File: src/rtl/scsi_cd_stub.sv
// SCSI CD-ROM command responder: TEST UNIT READY, REQUEST SENSE, INQUIRY, reject others.
// Define SCSI_CD_STUB_UNIT_ATTN_EN to report unit attention after reset or a media change.
module scsi_cd_stub #(
    parameter int unsigned BYTE_GAP = 1,
    parameter int unsigned INQ_LEN  = 36,
    parameter logic [7:0]  DEV_TYPE = 8'h05
) (
    input  logic        CLK,
    input  logic        RES,
    input  logic        MEDIA_PRESENT,
    input  logic [95:0] COMMAND,
    input  logic        COMM_SEND,
    output logic        STAT_GET,
    output logic [7:0]  STATUS,
    output logic [7:0]  CD_DATA,
    output logic        CD_WR,
    output logic        BUSY
);
    localparam logic [7:0] OpReqSense = 8'h03;
    localparam logic [7:0] OpInquiry  = 8'h12;
    localparam logic [7:0] OpTur      = 8'h00;
    localparam logic [7:0] StGood     = 8'h00;
    localparam logic [7:0] StCheck    = 8'h02;
    localparam logic [5:0] InqLen     = 6'(INQ_LEN);
    localparam logic [7:0] InqAddLen  = 8'(INQ_LEN - 5);
    localparam logic [3:0] GapLast    = 4'((BYTE_GAP > 0) ? BYTE_GAP - 1 : 0);

    typedef enum logic [1:0] {StIdle, StXfer, StGap, StStat} state_e;
    state_e state_q, state_d;

    logic [5:0] cnt_q, len_q;
    logic [3:0] gap_q;
    logic       is_rs_q;
    logic [7:0] stat_pend_q;
    logic [3:0] key_q;
    logic [7:0] asc_q, ascq_q;

    logic       accept;
    logic [7:0] opcode, alloc;
    logic       dec_data, dec_rs, dec_set_sense;
    logic [5:0] dec_len;
    logic [7:0] dec_status, dec_asc;
    logic [3:0] dec_key;
    logic [7:0] byte_sel;
    logic       stat_get_d, wr_d, busy_d;
    logic [7:0] data_d, status_d;
    logic       unused_cmd;

    assign accept     = (state_q == StIdle) && COMM_SEND;
    assign opcode     = COMMAND[7:0];
    assign alloc      = COMMAND[39:32];
    assign unused_cmd = ^{COMMAND[95:40], COMMAND[31:8]};

`ifdef SCSI_CD_STUB_UNIT_ATTN_EN
    logic [2:0] mp_sync_q;
    logic [1:0] prime_q;
    logic       attn_q;
    logic       mp_edge;

    // Edges are ignored until the synchroniser has filled after reset.
    assign mp_edge = (prime_q == 2'd3) && (mp_sync_q[2] ^ mp_sync_q[1]);

    always_ff @(posedge CLK or posedge RES) begin
        if (RES) begin
            mp_sync_q <= 3'b000;
            prime_q   <= 2'd0;
            attn_q    <= 1'b1;
        end else begin
            mp_sync_q <= {mp_sync_q[1:0], MEDIA_PRESENT};
            if (prime_q != 2'd3) prime_q <= prime_q + 2'd1;
            if (mp_edge) begin
                attn_q <= 1'b1;
            end else if (accept && opcode != OpReqSense && opcode != OpInquiry) begin
                attn_q <= 1'b0;
            end
        end
    end
`endif

    always_comb begin
        dec_data      = 1'b0;
        dec_rs        = 1'b0;
        dec_len       = 6'd0;
        dec_status    = StGood;
        dec_set_sense = 1'b0;
        dec_key       = 4'h0;
        dec_asc       = 8'h00;
        case (opcode)
            OpTur: begin
                if (!MEDIA_PRESENT) begin
                    dec_status    = StCheck;
                    dec_set_sense = 1'b1;
                    dec_key       = 4'h2;
                    dec_asc       = 8'h3A;
                end
            end
            OpReqSense: begin
                dec_rs   = 1'b1;
                dec_len  = (alloc > 8'd18) ? 6'd18 : alloc[5:0];
                dec_data = (dec_len != 6'd0);
            end
            OpInquiry: begin
                dec_len  = (alloc > 8'(INQ_LEN)) ? InqLen : alloc[5:0];
                dec_data = (dec_len != 6'd0);
            end
            default: begin
                dec_status    = StCheck;
                dec_set_sense = 1'b1;
                dec_key       = 4'h5;
                dec_asc       = 8'h20;
            end
        endcase
`ifdef SCSI_CD_STUB_UNIT_ATTN_EN
        if (attn_q && opcode != OpReqSense && opcode != OpInquiry) begin
            dec_data      = 1'b0;
            dec_len       = 6'd0;
            dec_status    = StCheck;
            dec_set_sense = 1'b1;
            dec_key       = 4'h6;
            dec_asc       = 8'h28;
        end
`endif
    end

    // State register plus command context and persistent sense.
    always_ff @(posedge CLK or posedge RES) begin
        if (RES) begin
            state_q     <= StIdle;
            cnt_q       <= 6'd0;
            len_q       <= 6'd0;
            gap_q       <= 4'd0;
            is_rs_q     <= 1'b0;
            stat_pend_q <= StGood;
            key_q       <= 4'h0;
            asc_q       <= 8'h00;
            ascq_q      <= 8'h00;
        end else begin
            state_q <= state_d;
            if (accept) begin
                cnt_q       <= 6'd0;
                len_q       <= dec_len;
                is_rs_q     <= dec_rs;
                stat_pend_q <= dec_status;
                if (dec_set_sense) begin
                    key_q  <= dec_key;
                    asc_q  <= dec_asc;
                    ascq_q <= 8'h00;
                end
            end
            if (state_q == StXfer) begin
                cnt_q <= cnt_q + 6'd1;
                gap_q <= 4'd0;
            end else if (state_q == StGap) begin
                gap_q <= gap_q + 4'd1;
            end
            if (state_q == StStat && is_rs_q) begin
                key_q  <= 4'h0;
                asc_q  <= 8'h00;
                ascq_q <= 8'h00;
            end
        end
    end

    always_comb begin
        state_d = state_q;
        unique case (state_q)
            StIdle: if (COMM_SEND) state_d = dec_data ? StXfer : StStat;
            StXfer: begin
                if (cnt_q + 6'd1 == len_q) state_d = StStat;
                else if (BYTE_GAP > 0)     state_d = StGap;
            end
            StGap:  if (gap_q == GapLast) state_d = StXfer;
            StStat: state_d = StIdle;
            default: state_d = StIdle;
        endcase
    end

    always_comb begin
        byte_sel = 8'h00;
        if (is_rs_q) begin
            case (cnt_q)
                6'd0:    byte_sel = 8'h70;
                6'd2:    byte_sel = {4'h0, key_q};
                6'd7:    byte_sel = 8'h0A;
                6'd12:   byte_sel = asc_q;
                6'd13:   byte_sel = ascq_q;
                default: byte_sel = 8'h00;
            endcase
        end else begin
            case (cnt_q)
                6'd0:    byte_sel = DEV_TYPE;
                6'd1:    byte_sel = 8'h80;
                6'd2:    byte_sel = 8'h02;
                6'd3:    byte_sel = 8'h02;
                6'd4:    byte_sel = InqAddLen;
                6'd5, 6'd6, 6'd7: byte_sel = 8'h00;
                default: byte_sel = 8'h20;
            endcase
        end
    end

    // Outputs are registered, so each lags the state that produces it by one cycle.
    always_comb begin
        wr_d       = (state_q == StXfer);
        stat_get_d = (state_q == StStat);
        data_d     = wr_d ? byte_sel : CD_DATA;
        status_d   = stat_get_d ? stat_pend_q : STATUS;
        busy_d     = BUSY;
        if (accept)     busy_d = 1'b1;
        if (stat_get_d) busy_d = 1'b0;
    end

    always_ff @(posedge CLK or posedge RES) begin
        if (RES) begin
            STAT_GET <= 1'b0;
            STATUS   <= 8'h00;
            CD_DATA  <= 8'h00;
            CD_WR    <= 1'b0;
            BUSY     <= 1'b0;
        end else begin
            STAT_GET <= stat_get_d;
            STATUS   <= status_d;
            CD_DATA  <= data_d;
            CD_WR    <= wr_d;
            BUSY     <= busy_d;
        end
    end

endmodule
File: config.mk
export PLATFORM = sky130hd
export DESIGN_NAME = scsi_cd_stub
export DESIGN_NICKNAME = d
export VERILOG_FILES = /design/src/rtl/scsi_cd_stub.sv
export SDC_FILE = /design/constraint.sdc
export NUM_CORES = 1
export LEC_CHECK = 0
export ABC_AREA = 1
export BUFFER_PORTS_ARGS = -buffer_cell sky130_fd_sc_hd__buf_2
export CAP_MARGIN = 25
export CORE_ASPECT_RATIO = 1.5
export CORE_MARGIN = 2
export CORE_UTILIZATION = 47
export CTS_CLUSTER_DIAMETER = 60
export DETAILED_ROUTE_END_ITERATION = 10
export PLACE_DENSITY = 0.95
export SYNTH_ARGS = -nofsm -noshare
export SYNTH_HDL_FRONTEND = slang
export SYNTH_SLANG_ARGS = --single-unit
export TNS_END_PERCENT = 100
File: constraint.sdc
create_clock -name CLK -period 3.2 [get_ports CLK]
set_input_delay 0.48 -clock CLK [delete_from_list [all_inputs] [get_ports CLK]]
set_output_delay 0.48 -clock CLK [all_outputs]
set_load 0.1 [all_outputs]
### Yosys cells after proc, flatten, opt, wreduce, memory -nomap -nowiden

Memories as Yosys holds them, arrays and structs flattened.
Index checks and enable logic that the tools add are counted.

* register bits: 66
* bits in read-only memories: 48
* input bits: 100
* output and inout port bits: 19
* word-level logic and storage cells: 84
* memories kept: 1

* add/sub/neg operators: 2
* $lt $le $gt $ge: 2
* eq/ne operators: 12
* muxes and demuxes: 36
* reduce and logical (&&, ||, !) cells: 17

Memories
* (no name shown): words 8, bits a word 6, rd ports 1, clocked after Yosys merged registers in 0, write ports 0, RTL line 190 `case (cnt_q)`

Operator list (number)
* $mux W8: 8
* $pmux W8 S5: 1
* $mux W6: 5
* $pmux W6 S2: 2
* $mux W4: 5
* $eq A6 B4 Y1 const B: 2
* $reduce_bool A6 Y1: 2
* $mux W2: 5
* $reduce_bool A2 Y1: 5
* $eq A8 B2 Y1 const B: 1
* $eq A8 B5 Y1 const B: 1
* $gt A8 B5 Y1 const B: 1
* $gt A8 B6 Y1 const B: 1
* $logic_not A8 Y1: 1
* $pmux W2 S4: 1
* $add A6 B1 Y6 const B: 1
* $eq A6 B2 Y1 const B: 1
* $eq A6 B3 Y1 const B: 1
* $eq A6 B6 Y1: 1
* $logic_not A6 Y1: 1
* $pmux W3 S2: 1
* $mux W1: 5
* $add A4 B1 Y4 const B: 1
* $eq A2 B2 Y1 const B: 2
* other kinds (11): 14

### Depth between registers and ports, before layout

Gate-level depths: netlist of run 1.

* depth in word-level cells: 7
* depth in mapped cells: 10
* depth with buffers taken out: 10

### Least setup slack after synthesis of run 1

OpenSTA, ideal clock, no wires.

* path kind: register to output
* start: register CD_DATA[2]
* end: output CD_DATA[2]
* arrival time: 1.340 ns
* required time: 2.720 ns
* setup slack: 1.380 ns
* stages on the path, launching flop included: 2
* cells stage by stage: dfrtp_1 buf_4

RTL lines
* from (decl): RTL line 15 `output logic [7:0] CD_DATA,`
* from (signal assigned): RTL line 223 `CD_DATA <= data_d;`

No word-level cell between the ends.

### Final worst setup path of run 1

* start: register state_q[1]
* end: register cnt_q[0]

RTL lines
* from (decl): RTL line 29 `state_e state_q, state_d;`
* from (signal assigned): RTL line 128 `state_q <= StIdle;`
* from (signal assigned): RTL line 138 `state_q <= state_d;`
* $eq A2 B1 Y1 (*)
* net wr_d: RTL line 45 `logic stat_get_d, wr_d, busy_d;`
* $mux W6 or $reduce_bool A2 Y1 (tied branches)
* to (signal assigned): RTL line 151 `cnt_q <= cnt_q + 6'd1;`
* to (decl): RTL line 31 `logic [5:0] cnt_q, len_q;`

The timed path passes the listed nets; every way through them passes the cells marked *.
A chain may end at the register's enable or synchronous reset.

==> summary.txt, run 1 <==
Final layout
  – N_diodes: 0
  – Most common cell after layout, fill and taps aside: nand2_1
  – Share of cells above drive strength 1: 13.33%
  – Commonest non-fill, non-tap cells in the layout: 82 x nand2_1, 37 x inv_1, 34 x dfrtp_1, 34 x nor2_1, 31 x buf_2
  – Area growth from synthesis to layout: 12.20%
  – Filler Cell Count: 388
  – # nets final: 427

Setup path
  – CP Class: reg -> reg
  – Most used cell, CP: inv_1
  – Slowest CP cell: inv_1
  – Worst path cell trace: inv_1 -> ha_1 -> inv_1 -> nand2_1 -> o21ai_0
  – Reg2Reg Setup Slack: 1.20 ns
  – Crit Reg-Reg Endpoint: cnt_q[0]$_DFFE_PP0P_
  – Worst R2R Start: state_q[1]$_DFFE_PP0P_
  – CP bufs+invs: 2
  – Worst Reg2Reg Path Length in Cells: 5
  – Cell family with most CP delay: buffers and inverters
  – Crit. End Element: flip-flop
  – Critical path's largest stage delay: 0.50 ns
  – Worst setup SP type: flip-flop
  – Worst endpoint required time: 3.39 ns
  – Worst-path fanout max: 17
  – CP arrival: 2.20 ns
  – WP depth: 5

Routing
  – Initial drt markers: 71
  – Drt first pass iters: 4
  – WL per Instance: 11.86 microns
  – Via-per-instance ratio: 5.213
  – DRT antenna net count: 0
  – Final wirelength: 4280 microns
  – Via count: 1882
  – DRC Markers: 0

Timing
  – RSZ-0062 raised after global routing: no
  – Final Max Tran Viols: 0
  – Final Hold Fails: 0
  – Period utilisation layout: 62.53%
  – Clock skew: 0.005362 ns
  – # setup viols final: 0
  – Min Tclk post-route: 2.001 ns
  – Setup TNS Final: 0 ns
  – Worst-Margin Slew: 0.5727 ns
  – FMAX: 0.4997 GHz
  – Max_slew headroom: 61.78%

Power
  – Switching Share: 55.19%
  – P_int: 0.001058 W
  – Logic gate share of total power: 57.8%
  – Clock share of power: 13.1%
  – Switching pwr: 0.001303 W
  – PD cells: 1025 nW/um^2
  – Seq pwr share: 29.1%
  – VDD IR max: 0.8042 mV
  – Total Power: 0.002361 W
  – Leak: 1.245 nW

Status
  – Outcome: complete, no violations

CTS
  – # clock sinks: 34
  – Clk_lat worst skew: 0.29 ns
  – Root Buffer: clkbuf_8
  – Num CTS Buffers: 5
  – CTS max path bufs: 2
  – CTS tree: built
  – Postcts setup bufs: 0
  – Hold_buf cts: 0
  – H-tree levels: 2
  – Post_cts resized: 0
  – Clk slew on worst S/H paths: 0.07 ns

Synthesis
  – Mapped Area: 2052 sq um
  – #FFs+latches synth: 34
  – Cells after Synth: 282
  – Distinct cells, synth: 24
  – Async set or reset register ratio after synthesis: 100.0%
  – Dominant synthesized flop cell: dfrtp_1
  – Post-synth EDFFs: 0
  – Yosys Warn Count: 0
  – Sequential area share after synthesis: 41.46%
  – Avg Inst Size Synth: 7.276 sq um

Floorplan
  – Die area: 4921 sq um
  – Initial Util: 48.75%
  – Die Height: 84.93 microns
  – # IOs: 119
  – Standard-cell rows: 29
  – Die Wd: 57.95 microns
  – Core Box Area: 4209 sq um

Global routing
  – Global-route wire length before repair: 7493 microns
  – Total GRT Usage: 19.64%
  – Vias in the first global route: 1795
  – Antenna violations before repair: 0
  – Largest net degree at the start of global routing: 35
  – Overflow after GRT: 0

Placed design
  – Detailed Place HPWL: 3273 microns
  – IO buf count: 31
  – Global placer's final weighted congestion: 0.8111

Run
  – Max-cap violations: 0

Min path
  – Hold Crit Class: in -> async
==> routing by layer <==
metal  share of wire, %  vias to the layer above  track usage [%]
li1                   -                      955                -
met1                 40                      871            20.90
met2                 53                       50            36.26
met3                3.9                        6            3.201
met4                2.2                        0            9.514
met5                  0                        -                0
==> sequential cells by signal, indices dropped and copies added (netlist names), 2 cells and up <==
signal / cells
CD_DATA: 7
state_q: 2
key_q: 2
len_q: 6
cnt_q: 6
gap_q: 4
==> cell type report <==
type	count	area (sq um)	share of cell area, %
clock buffers	6	82.58	3.587
multi-input cells	206	1010	43.86
flip-flops and latches	34	850.8	36.96
repair buffers	32	162.7	7.065
well taps	46	57.56	2.500
inverters	37	138.9	6.033
==> power groups by stage <==
| stage | clock network [W] | registers [W] | logic [W] |
|---|---|---|---|
| 4_1_cts | 0.000318 | 0.000688 | 0.00136 |
| 6_report | 0.000309 | 0.000688 | 0.00136 |
| 2_1_floorplan | 0 | 0.00107 | 0.000730 |
| 5_1_grt | 0.000338 | 0.000710 | 0.00148 |
| 3_3_place_gp | 0 | 0.000686 | 0.00131 |
| 3_5_place_dp | 0 | 0.000694 | 0.00135 |
==> synth_stat cells, types with 2 or more instances <==
| cell type | n | area [sq um] |
|---|---|---|
| o31ai_1 | 3 | 22.52 |
| o22ai_1 | 5 | 31.28 |
| o21ai_1 | 3 | 15.01 |
| ha_1 | 11 | 137.6 |
| inv_1 | 37 | 138.9 |
| a21oi_1 | 13 | 65.06 |
| a211oi_1 | 2 | 15.01 |
| buf_4 | 8 | 60.06 |
| nor2_1 | 34 | 127.6 |
| nand2_1 | 82 | 307.8 |
| buf_2 | 3 | 15.01 |
| o21ai_0 | 14 | 70.07 |
| nand4_1 | 2 | 12.51 |
| nand3_1 | 21 | 105.1 |
| dfrtp_1 | 34 | 850.8 |
| a41oi_1 | 2 | 17.52 |
==> how the worst max path moves through the flow <==
stage | start | to
after floorplan | CD_DATA[2]$_DFFE_PP0P_ | CD_DATA[2]
after global routing | state_q[1]$_DFFE_PP0P_ | cnt_q[0]$_DFFE_PP0P_
final | state_q[1]$_DFFE_PP0P_ | cnt_q[0]$_DFFE_PP0P_
after global placement | state_q[1]$_DFFE_PP0P_ | CD_DATA[3]$_DFFE_PP0P_
after detailed placement | state_q[1]$_DFFE_PP0P_ | cnt_q[0]$_DFFE_PP0P_
after CTS | state_q[1]$_DFFE_PP0P_ | cnt_q[0]$_DFFE_PP0P_
==> cells by family (layout without fill, tap and decap cells) <==
| logic type | Yosys count | after routing | share of synthesized area, % |
|---|---|---|---|
| buffers and inverters | 48 | 75 | 10.43 |
| adder cells (fa/ha/maj) | 11 | 11 | 6.707 |
| AND/OR/NAND/NOR | 143 | 143 | 28.48 |
| multiplexers | 1 | 1 | 0.5487 |
| AO/OA/AOI/OAI | 44 | 44 | 12.20 |
| flip-flops | 34 | 34 | 41.46 |
| other | 1 | 7 | 0.1828 |
==> tightest hold or removal path: stages <==
cell,delay [ns]
buf_2,0.10
inv_1,0.04
buf_4,0.36
==> through the flow <==
stage | cell area (sq um) | hold WS [ns] | std cells | util (%) | setup WS (ns)
2_1_floorplan | 2074 | 0.4435 | 288 | - | 1.380
5_1_grt | 2302 | 0.3130 | 361 | 54.70 | 1.090
6_report | 2302 | 0.2668 | 361 | 54.70 | 1.199
3_3_place_gp | 2220 | 0.4595 | 355 | 52.73 | 1.335
3_5_place_dp | 2220 | 0.4647 | 355 | 52.73 | 1.247
4_1_cts | 2302 | 0.2880 | 361 | 54.70 | 1.240
No activity file was read; power rests on OpenSTA's default activity.
==> inputs of run 2 (changes only) <==
--- a/config.mk
+++ b/config.mk
@@ -5,15 +5,15 @@
 export SDC_FILE = /design/constraint.sdc
 export NUM_CORES = 1
 export LEC_CHECK = 0
-export ABC_AREA = 1
+export ABC_AREA = 0
 export BUFFER_PORTS_ARGS = -buffer_cell sky130_fd_sc_hd__buf_2
 export CAP_MARGIN = 25
 export CORE_ASPECT_RATIO = 1.5
 export CORE_MARGIN = 2
-export CORE_UTILIZATION = 47
+export CORE_UTILIZATION = 40
 export CTS_CLUSTER_DIAMETER = 60
 export DETAILED_ROUTE_END_ITERATION = 10
-export PLACE_DENSITY = 0.95
+export PLACE_DENSITY = 0.89
 export SYNTH_ARGS = -nofsm -noshare
 export SYNTH_HDL_FRONTEND = slang
 export SYNTH_SLANG_ARGS = --single-unit
==> constraint.sdc (replaced) <==
create_clock -name CLK -period 1.8 [get_ports CLK]
set_input_delay 0.27 -clock CLK [delete_from_list [all_inputs] [get_ports CLK]]
set_output_delay 0.27 -clock CLK [all_outputs]
set_load 0.1 [all_outputs]
==> run 2 against run 1 <==
Largest cell class unchanged; wire length increased by 10%; die area increased by 17%; sequential power increased by 74%; power increased by 95%; area after synthesis increased by 0.24%; clock skew about the same; clock power increased by 80%; sequential share of layout area decreased by 2.7 points; final area increased by 8.2%; clock-buffer cell count unchanged; via count decreased by 4.0%; non-clock buffer count increased by 21.
==> summary.txt, run 2 <==
Status
  – Outcome: complete, no violations

Timing
  – Fin Hold WS: 0.06273 ns
  – Final Hold Fails: 0
  – FMAX: 0.5602 GHz
  – # setup viols final: 0
  – Final Max Tran Viols: 0
  – Period utilisation layout: 99.17%
  – RSZ-0062 raised after global routing: yes
  – Clock skew: 0.004995 ns
  – Min Tclk post-route: 1.785 ns

Final layout
  – N_diodes: 0
  – Top reg by flops: CD_DATA
  – Max reg flops: 7
  – Area growth from synthesis to layout: 21.05%
  – Commonest non-fill, non-tap cells in the layout: 33 x dfrtp_1, 31 x buf_2, 30 x nand2_1
  – Post-Layout Cell Count: 343
  – Final Cell Area: 2490 sq um
  – Regs by FF count: CD_DATA x7, cnt_q x6, len_q x6
  – Share of cells above drive strength 1: 26.55%
  – Most common cell after layout, fill and taps aside: dfrtp_1
  – # nets final: 387
  – Filler Cell Count: 498

Setup path
  – Reg2Reg Setup Slack: 0.01 ns
  – CP arrival: 1.98 ns
  – Worst setup SP type: flip-flop
  – Critical path's largest stage delay: 0.39 ns
  – Worst endpoint required time: 2.00 ns
  – Worst path cell trace: buf_4 -> and2_1 -> nand4_1 -> xor2_1 -> xnor2_1 -> o31ai_2
  – CP Class: reg -> reg
  – Worst Reg2Reg Path Length in Cells: 6
  – Crit. End Element: flip-flop
  – Crit Reg-Reg Endpoint: state_q[0]$_DFFE_PP0P_
  – Worst R2R Start: cnt_q[3]$_DFFE_PP0P_
  – Worst-path fanout max: 9
  – Slowest CP cell: dfrtp_1

Power
  – Switching Share: 51.34%
  – Leak: 1.190 nW
  – Seq pwr share: 26.0%
  – Total Power: 0.004615 W
  – Clock share of power: 12.0%
  – VDD IR max: 0.7736 mV
  – Logic gate share of total power: 62.0%
  – P_int: 0.002245 W
  – Switching pwr: 0.002369 W
  – PD cells: 1853 nW/um^2

CTS
  – # clock sinks: 34
  – Num CTS Buffers: 5
  – H-tree levels: 2
  – Clk slew on worst S/H paths: 0.06 ns
  – Root Buffer: clkbuf_8
  – Clk_lat worst skew: 0.29 ns
  – Hold_buf cts: 0
  – CTS tree: built
  – CTS max path bufs: 2

Placed design
  – Detailed Place HPWL: 3382 microns
  – Placed cells: 333
  – Global placer's final weighted congestion: 0.8705
  – Dpl cell area: 2355 sq um
  – IO buf count: 31

Routing
  – DRT antenna net count: 0
  – Drt first pass iters: 4
  – Initial drt markers: 92
  – WL per Instance: 13.72 microns
  – Via count: 1806
  – Final wirelength: 4706 microns
  – DRC Markers: 0
  – Via-per-instance ratio: 5.265

Synthesis
  – Distinct cells, synth: 51
  – Mapped Area: 2057 sq um
  – Commonest cells post-synth: 34 x dfrtp_1, 30 x nand2_1, 19 x nor2_1
  – Count leader, synth: dfrtp_1
  – Yosys Warn Count: 0
  – Top-area cell type share of the netlist area: 41.36%
  – Post-synth EDFFs: 0
  – Async set or reset register ratio after synthesis: 100.0%
  – Sequential area share after synthesis: 41.36%
  – Cells after Synth: 228
  – Avg Inst Size Synth: 9.022 sq um
  – Dominant synthesized flop cell: dfrtp_1
  – Dominant cells by area after synthesis: dfrtp_1 41%, ha_1 6.7%, nand2_1 5.5%
  – Largest area contributor in the netlist: dfrtp_1
  – #FFs+latches synth: 34

Floorplan
  – # IOs: 119
  – Die Height: 91.83 microns
  – Die area: 5744 sq um
  – Core Box Area: 5045 sq um
  – Initial Util: 40.77%
  – Die Wd: 62.55 microns
  – Standard-cell rows: 32

Global routing
  – Total GRT Usage: 17.37%
  – Antenna violations before repair: 0
  – Largest net degree at the start of global routing: 35
  – Vias in the first global route: 1854
  – Global-route wire length before repair: 7935 microns
  – Overflow after GRT: 0

Min path
  – Hold Crit Class: in -> async

Run
  – Max-cap violations: 0
==> run 2: cell families after synthesis <==
kind of cell	count (synthesis)	synth area share, %
xor+xnor	10	4.258
other cells	1	0.1823
mux	6	3.102
compound gates	57	18.98
fa+ha+maj	11	6.691
simple gates	76	17.64
buf+inv	33	7.785
flops	34	41.36
==> run 2: through the flow <==
step	util, %	worst slack [ns]	TNS (ns)
3_3_place_gp	46.68	-0.1285	-0.5627
3_5_place_dp	46.68	-0.1630	-0.8972
5_1_grt	49.36	-0.03751	-0.03751
6_report	49.36	0.01488	0
2_1_floorplan	-	-0.06980	-0.1001
4_1_cts	49.08	0.02361	0
==> run 2: area by class of cell <==
class / instances / area (sq um) / share of cell area [%]
clock buffer: 6 / 82.58 / 3.317
inverter: 15 / 56.30 / 2.261
multi-input combinational: 167 / 1094 / 43.92
sequential: 34 / 852.1 / 34.22
tap: 68 / 85.08 / 3.417
timing repair buffer: 53 / 320.3 / 12.86
==> run 2: worst max-delay path by stage <==
stage,start,endpoint,slack (ns),cells past startpoint
floorplan,COMMAND[7],key_q[0]$_DFFE_PP0P_,-0.07,6
global placement,COMMAND[7],key_q[0]$_DFFE_PP0P_,-0.13,6
detailed placement,COMMAND[7],key_q[0]$_DFFE_PP0P_,-0.16,6
CTS,cnt_q[1]$_DFFE_PP0P_,state_q[0]$_DFFE_PP0P_,0.02,6
global route,cnt_q[3]$_DFFE_PP0P_,state_q[0]$_DFFE_PP0P_,-0.04,6
finish,cnt_q[3]$_DFFE_PP0P_,state_q[0]$_DFFE_PP0P_,0.01,6
==> run 2: repair_timing <==
item | 4_1_cts | 5_1_grt
resized for setup | 3 | 2
pin swaps | 1 | 0
setup buffers | 3 | 1
endpoints found under the setup margin | 1 | 4
==> run 2: critical path: cells and delay by family, from the launching register on <==
kind / cells / cell delay [ns]
flops: 1 / 0.39
simple gates: 2 / 0.44
xor+xnor: 2 / 0.45
compound gates: 1 / 0.23
buf+inv: 1 / 0.18
==> run 2: metal layers <==
layer / up-vias / GRT usage, % / part of all wire [%]
met5: - / 0 / 0
met4: 0 / 12.59 / 3.8
met3: 14 / 3.067 / 4.2
met2: 63 / 31.00 / 52
met1: 845 / 18.01 / 40
li1: 884 / - / -
==> run 2: power groups by stage <==
stage | Sequential [W] | Clock (W) | Combinational (W)
2_1_floorplan | 0.00195 | 0 | 0.00138
3_3_place_gp | 0.00121 | 0 | 0.00264
3_5_place_dp | 0.00122 | 0 | 0.00274
4_1_cts | 0.00120 | 0.000566 | 0.00283
5_1_grt | 0.00124 | 0.000595 | 0.00308
6_report | 0.00120 | 0.000556 | 0.00286
